===== src/rtl/icache_pkg.sv =====
`default_nettype none
// icache_pkg: default geometry, derived address-field widths and FSM state encoding for icache.
package icache_pkg;
  localparam int ICACHE_ADDR_W     = 12;
  localparam int ICACHE_DATA_W     = 32;
  localparam int ICACHE_LINE_WORDS = 4;
  localparam int ICACHE_NUM_LINES  = 16;
  localparam int ICACHE_OFF_W      = $clog2(ICACHE_LINE_WORDS);
  localparam int ICACHE_IDX_W      = $clog2(ICACHE_NUM_LINES);
  localparam int ICACHE_TAG_W      = ICACHE_ADDR_W - ICACHE_OFF_W - ICACHE_IDX_W;

  typedef enum logic [1:0] {
    IDLE   = 2'd0,
    REFILL = 2'd1,
    DONE   = 2'd2
  } icache_state_e;
endpackage
`default_nettype wire


===== src/rtl/icache_data_ram.sv =====
`default_nettype none
// icache_data_ram: word-addressed instruction data store, asynchronous read, synchronous word write.
module icache_data_ram
  import icache_pkg::*;
#(
  parameter int DEPTH = ICACHE_NUM_LINES * ICACHE_LINE_WORDS,
  parameter int AW    = $clog2(DEPTH)
) (
  input  logic                     clk,
  input  logic                     we,
  input  logic [AW-1:0]            waddr,
  input  logic [ICACHE_DATA_W-1:0] wdata,
  input  logic [AW-1:0]            raddr,
  output logic [ICACHE_DATA_W-1:0] rdata
);
  logic [ICACHE_DATA_W-1:0] mem [DEPTH];

  always_ff @(posedge clk) begin
    if (we) mem[waddr] <= wdata;
  end

  assign rdata = mem[raddr];
endmodule
`default_nettype wire


===== src/rtl/icache.sv =====
`default_nettype none
// icache: direct-mapped instruction cache, zero-latency hit, one-request-at-a-time line refill.
// Define ICACHE_PERF_EN to build the hit/miss performance counters.
module icache
  import icache_pkg::*;
#(
  parameter int LINE_WORDS = ICACHE_LINE_WORDS,
  parameter int NUM_LINES  = ICACHE_NUM_LINES
) (
  input  logic                     clk,
  input  logic                     rst,
  input  logic [ICACHE_ADDR_W-1:0] icache_req_addr,
  input  logic                     icache_req_valid,
  input  logic                     icache_req_rw,
  output logic [ICACHE_DATA_W-1:0] icache_data_read,
  output logic                     icache_ready,
  output logic                     icache_hit,
  input  logic                     fence_i,
  output logic                     mem_req_valid,
  output logic [ICACHE_ADDR_W-1:0] mem_req_addr,
  input  logic                     mem_req_ready,
  input  logic                     mem_rsp_valid,
  input  logic [ICACHE_DATA_W-1:0] mem_rsp_data,
  output logic [31:0]              perf_hit_cnt,
  output logic [31:0]              perf_miss_cnt
);
  localparam int OFF_W  = $clog2(LINE_WORDS);
  localparam int IDX_W  = $clog2(NUM_LINES);
  localparam int TAG_W  = ICACHE_ADDR_W - OFF_W - IDX_W;
  localparam int CNT_W  = OFF_W + 1;
  localparam int RAM_AW = IDX_W + OFF_W;
  localparam logic [CNT_W-1:0] LAST_WORD = CNT_W'(LINE_WORDS - 1);
  localparam logic [CNT_W-1:0] ALL_WORDS = CNT_W'(LINE_WORDS);

  icache_state_e             state_q, state_d;
  logic [ICACHE_ADDR_W-1:0]  miss_addr_q, miss_addr_d;
  logic [CNT_W-1:0]          req_cnt_q, req_cnt_d;
  logic [CNT_W-1:0]          rsp_cnt_q, rsp_cnt_d;
  logic                      outstanding_q, outstanding_d;
  logic                      fence_seen_q, fence_seen_d;
  logic [NUM_LINES-1:0]      valid_q, valid_d;
  logic [TAG_W-1:0]          tag_q [NUM_LINES];

  logic [OFF_W-1:0]          req_off;
  logic [IDX_W-1:0]          req_idx, miss_idx;
  logic [TAG_W-1:0]          req_tag, miss_tag;
  logic                      lookup_cyc, lookup_hit;
  logic                      tag_we, ram_we;
  logic [ICACHE_DATA_W-1:0]  ram_rdata;
  logic                      unused_rw;

  // Writes are not supported; rw is accepted and treated as a read.
  assign unused_rw = icache_req_rw;

  assign req_off  = icache_req_addr[OFF_W-1:0];
  assign req_idx  = icache_req_addr[OFF_W +: IDX_W];
  assign req_tag  = icache_req_addr[ICACHE_ADDR_W-1 -: TAG_W];
  assign miss_idx = miss_addr_q[OFF_W +: IDX_W];
  assign miss_tag = miss_addr_q[ICACHE_ADDR_W-1 -: TAG_W];

  // A fence in the same cycle as a lookup must not return stale code.
  assign lookup_cyc = (state_q == IDLE) && icache_req_valid;
  assign lookup_hit = valid_q[req_idx] && (tag_q[req_idx] == req_tag) && !fence_i;

  assign mem_req_addr = {miss_addr_q[ICACHE_ADDR_W-1:OFF_W], req_cnt_q[OFF_W-1:0]};

  always_comb begin
    state_d       = state_q;
    miss_addr_d   = miss_addr_q;
    req_cnt_d     = req_cnt_q;
    rsp_cnt_d     = rsp_cnt_q;
    outstanding_d = outstanding_q;
    fence_seen_d  = fence_seen_q;
    valid_d       = fence_i ? '0 : valid_q;
    icache_ready  = 1'b0;
    icache_hit    = 1'b0;
    tag_we        = 1'b0;
    ram_we        = 1'b0;
    mem_req_valid = (state_q == REFILL) && !outstanding_q && (req_cnt_q != ALL_WORDS);

    unique case (state_q)
      IDLE: begin
        if (icache_req_valid) begin
          if (lookup_hit) begin
            icache_ready = 1'b1;
            icache_hit   = 1'b1;
          end else begin
            miss_addr_d   = icache_req_addr;
            req_cnt_d     = '0;
            rsp_cnt_d     = '0;
            outstanding_d = 1'b0;
            fence_seen_d  = 1'b0;
            state_d       = REFILL;
          end
        end
      end
      REFILL: begin
        if (fence_i) fence_seen_d = 1'b1;
        if (mem_req_valid && mem_req_ready) begin
          req_cnt_d     = req_cnt_q + CNT_W'(1);
          outstanding_d = 1'b1;
        end
        // Only a response to our own outstanding request is consumed.
        if (mem_rsp_valid && outstanding_q) begin
          ram_we        = 1'b1;
          rsp_cnt_d     = rsp_cnt_q + CNT_W'(1);
          outstanding_d = 1'b0;
          if (rsp_cnt_q == LAST_WORD) begin
            tag_we  = 1'b1;
            state_d = DONE;
            if (!fence_seen_q && !fence_i) valid_d[miss_idx] = 1'b1;
          end
        end
      end
      DONE: begin
        icache_ready = (icache_req_addr == miss_addr_q);
        state_d      = IDLE;
      end
      default: state_d = IDLE;
    endcase
  end

  assign icache_data_read = icache_ready ? ram_rdata : '0;

  always_ff @(posedge clk or posedge rst) begin
    if (rst) begin
      state_q       <= IDLE;
      miss_addr_q   <= '0;
      req_cnt_q     <= '0;
      rsp_cnt_q     <= '0;
      outstanding_q <= 1'b0;
      fence_seen_q  <= 1'b0;
      valid_q       <= '0;
    end else begin
      state_q       <= state_d;
      miss_addr_q   <= miss_addr_d;
      req_cnt_q     <= req_cnt_d;
      rsp_cnt_q     <= rsp_cnt_d;
      outstanding_q <= outstanding_d;
      fence_seen_q  <= fence_seen_d;
      valid_q       <= valid_d;
    end
  end

  always_ff @(posedge clk) begin
    if (tag_we) tag_q[miss_idx] <= miss_tag;
  end

  icache_data_ram #(
    .DEPTH (NUM_LINES * LINE_WORDS),
    .AW    (RAM_AW)
  ) u_data_ram (
    .clk   (clk),
    .we    (ram_we),
    .waddr ({miss_idx, rsp_cnt_q[OFF_W-1:0]}),
    .wdata (mem_rsp_data),
    .raddr ({req_idx, req_off}),
    .rdata (ram_rdata)
  );

`ifdef ICACHE_PERF_EN
  logic [31:0] hit_cnt_q, hit_cnt_d, miss_cnt_q, miss_cnt_d;

  always_comb begin
    hit_cnt_d  = hit_cnt_q;
    miss_cnt_d = miss_cnt_q;
    if (lookup_cyc) begin
      if (lookup_hit) hit_cnt_d  = hit_cnt_q + 32'd1;
      else            miss_cnt_d = miss_cnt_q + 32'd1;
    end
  end

  always_ff @(posedge clk or posedge rst) begin
    if (rst) begin
      hit_cnt_q  <= '0;
      miss_cnt_q <= '0;
    end else begin
      hit_cnt_q  <= hit_cnt_d;
      miss_cnt_q <= miss_cnt_d;
    end
  end

  assign perf_hit_cnt  = hit_cnt_q;
  assign perf_miss_cnt = miss_cnt_q;
`else
  logic unused_lookup_cyc;
  assign unused_lookup_cyc = lookup_cyc;
  assign perf_hit_cnt      = '0;
  assign perf_miss_cnt     = '0;
`endif
endmodule
`default_nettype wire

===== config.mk =====
export PLATFORM = sky130hd
export DESIGN_NAME = icache
export DESIGN_NICKNAME = d
export VERILOG_FILES = /design/src/rtl/icache_pkg.sv /design/src/rtl/icache_data_ram.sv /design/src/rtl/icache.sv
export SDC_FILE = /design/constraint.sdc
export NUM_CORES = 2
export LEC_CHECK = 0
export ABC_CLOCK_PERIOD_IN_PS = 4200
export CAP_MARGIN = 20
export CORE_MARGIN = 3
export CORE_UTILIZATION = 56
export CTS_CLUSTER_SIZE = 30
export DETAILED_ROUTE_END_ITERATION = 8
export GPL_TIMING_DRIVEN = 0
export PLACE_DENSITY = 0.84
export SLEW_MARGIN = 40
export SYNTH_ARGS = -nofsm -noshare
export SYNTH_HDL_FRONTEND = slang
export SYNTH_SLANG_ARGS = --single-unit
export TNS_END_PERCENT = 50

===== constraint.sdc =====
create_clock -name clk -period 4.2 [get_ports clk]
set_input_delay 0.84 -clock clk [delete_from_list [all_inputs] [get_ports clk]]
set_output_delay 0.84 -clock clk [all_outputs]
set_load 0.05 [all_outputs]

==> metrics <==
startpoint types=input pin; GRT overflow=0; Die Height=394 um; Post-synth top cells=2144 x edfxtp_1, 677 x mux4_2, 108 x clkbuf_1; buffers from clock root to sink, at most=3; CTS tree=yes; ratio of cells with drive above 1 in the final layout=38.7%; crit-path cells=clkbuf_4 -> clkbuf_16 -> buf_4 -> clkbuf_2 -> mux4_2 -> mux4_2 -> mux2i_1 -> a221oi_4 -> buf_6; Layout Area Growth over Synthesis=18.9%; Post-DP HPWL=165000 um; post-route cell area=0.100 mm2; fmax=0.206 GHz; Worst Hold Class=in2reg; Setup TNS=-15.37 ns; Num CTS Buffers=200; sequential fraction of the synthesis area=77.4%; Die Wd=394 um; most numerous cell in the Yosys netlist=edfxtp_1; yosys warns=0; Detailed Route WL=276000 um; Mean Syn Cell Area=24.1 um2; Async S/R FF share, synth=1.74%; DR WL/cell=44.4 um; DR DRC count=0; Synth Cell Area=0.0844 mm2; cell taking the most area after synthesis=edfxtp_1; cells on worst reg2reg path=8; # rows=141; WHS=0.232 ns; nets@finish=4101; initial antenna violation count=11; Worst Slack Setup Final=-0.649 ns; fin crit share=115%; GRT Total Usage=35.7%; most frequent CP cell=mux4_2; PortBufs=88; placer congestion estimate=0.869; Gate Count Post-Synth=3509; Synth area leaders=edfxtp_1 76%, mux4_2 18%, dfrtp_1 1.1%, buf_4 0.68%, clkbuf_1 0.48%; TritonCTS Sinks=2182; critical path depth in cells=9; Synth top area share=76.2%; hold depth=1; RSZ-0062 raised after global routing=true; failing checks=negative setup slack; worst slew pin tran=0.950 ns; data required time at the worst endpoint=3.36 ns; Post-synth EDFFs=2144; FF+latch count, synth=2182; crit end category=output pin; WP data arrival=4.01 ns; pin count of the biggest net entering global routing=65; hold buffers post-CTS=0; CP max-delay cell=mux4_2; Yosys cell types=55; Max Clock Skew=0.0536 ns; # H-tree levels=4; Max stage delay on crit path=0.58 ns; die area=0.155 mm2; detailed router's first-iteration violation count=8111; max-slew violation count=0; # Max-Cap Violations=0; DR pass1 iterations=9; status=finished, violations left; Rel. slew slack=36.7%; Reg clk slew, reported paths=0.06 ns; via/cell ratio=7.38; critical path fanouts, max=10; Leak=32.1 nW; Setup-failing EPs final=34; vias in the first global route=45600; Fin. Hold Viols=0; IO Count=162; root buf cell=clkbuf_16; kind of cell adding the most delay to the critical path=multiplexers; Initial Utilization=56.8%; VDD IR max=0.413 mV; Setup CP Type=in2out; Critical path buffers and inverters=5; post-route ant nets=0; Final Critical Period=4.85 ns; core box area=0.149 mm2; top_reg_cell synth=edfxtp_1; Area after DPL=0.0927 mm2; PwrDens=479 mW/mm2; first-pass GRT wire length=377000 um; routed vias=45900; clk_lat worst skew=0.86 ns
[flip-flops by register name (all words and copies together) (netlist names)]
signal and cells:
state_q 2, miss_addr_q 12, u_data_ram.mem 2048, rsp_cnt_q 3, tag_q 96, req_cnt_q 3, outstanding_q 1, valid_q 16
fence_seen_q 1
[logic make-up after synthesis]
family	after synthesis	share of synthesized area, %
simple gates	201	1.13
mux	726	18.7
other cells	1	0.00444
flops	2182	77.4
compound gates	87	0.830
fa+ha+maj	4	0.0593
xor+xnor	22	0.228
buf+inv	286	1.71
[worst paths after layout]
check | start | end | slack (ns)
max | icache_req_addr[1] | icache_data_read[30] | -0.65
min | mem_rsp_data[15] | u_data_ram.mem[5][15]$_DFFE_PP_ | 0.23
max reg2reg | state_q[0]$_DFFE_PP0P_ | u_data_ram.mem[59][19]$_DFFE_PP_ | 0.56
min reg2reg | valid_q[3]$_DFF_PP0_ | valid_q[3]$_DFF_PP0_ | 0.51
max in group asynchronous | rst | outstanding_q$_DFFE_PP0P_ | 3.38
min in group asynchronous | rst | miss_addr_q[8]$_DFFE_PP0P_ | 0.33
[layer usage]
layer | track usage (%) | vias to the layer above | share of wire (%)
met5 | 0 | - | 0.038
met4 | 25.4 | 14 | 9.4
met3 | 10.2 | 1361 | 13
li1 | - | 16000 | -
met1 | 41.5 | 23300 | 29
met2 | 57.4 | 5199 | 48
[repair_timing]
item,CTS,global route
endpoints found under the setup margin,34,34
pin swaps,8,6
cloned,0,1
setup buffers,5,4
resized for setup,501,50
[report_power, final]
part           internal, mW  switching [mW]  total (mW)
registers              24.4           0.393        24.8
clock network          10.4            8.37        18.7
logic                  1.62            2.91        4.54
total                  36.4            11.7        48.1
[through the flow]
| step | power, mW | setup WS [ns] | instances | utilization (%) |
|---|---|---|---|---|
| 2_1_floorplan | 27.4 | -0.185 | 3572 | - |
| 3_3_place_gp | 28.8 | -2.98 | 5662 | 59.5 |
| 3_5_place_dp | 29.4 | -2.68 | 5838 | 62.3 |
| 4_1_cts | 47.9 | -0.575 | 6215 | 67.4 |
| 5_1_grt | 48.9 | -0.606 | 6219 | 67.5 |
| 6_report | 48.1 | -0.649 | 6224 | 67.5 |
[cell usage in the layout (no fill, tap or decap), types with 33 or more instances in the layout]
cell / count
buf_12: 33
buf_16: 82
buf_4: 159
buf_6: 58
buf_8: 79
clkbuf_1: 53
clkbuf_16: 208
clkbuf_4: 37
clkinv_1: 42
clkinv_2: 45
conb_1: 64
dfrtp_1: 38
edfxtp_1: 2144
mux4_2: 677
nor2_1: 40
nor2_4: 64
[final cells by class]
cell class / count / area, um2
Multi-Input combinational cell: 1104 / 19000
Fill cell: 8285 / 48300
Buffer: 267 / 2200
Tap cell: 2002 / 2500
Timing Repair Buffer: 274 / 4700
Clock inverter: 131 / 1320
Antenna cell: 5 / 12.5
Sequential cell: 2182 / 65300
Inverter: 17 / 66.3
Clock buffer: 242 / 5300
(Power assumes the default switching activity.)
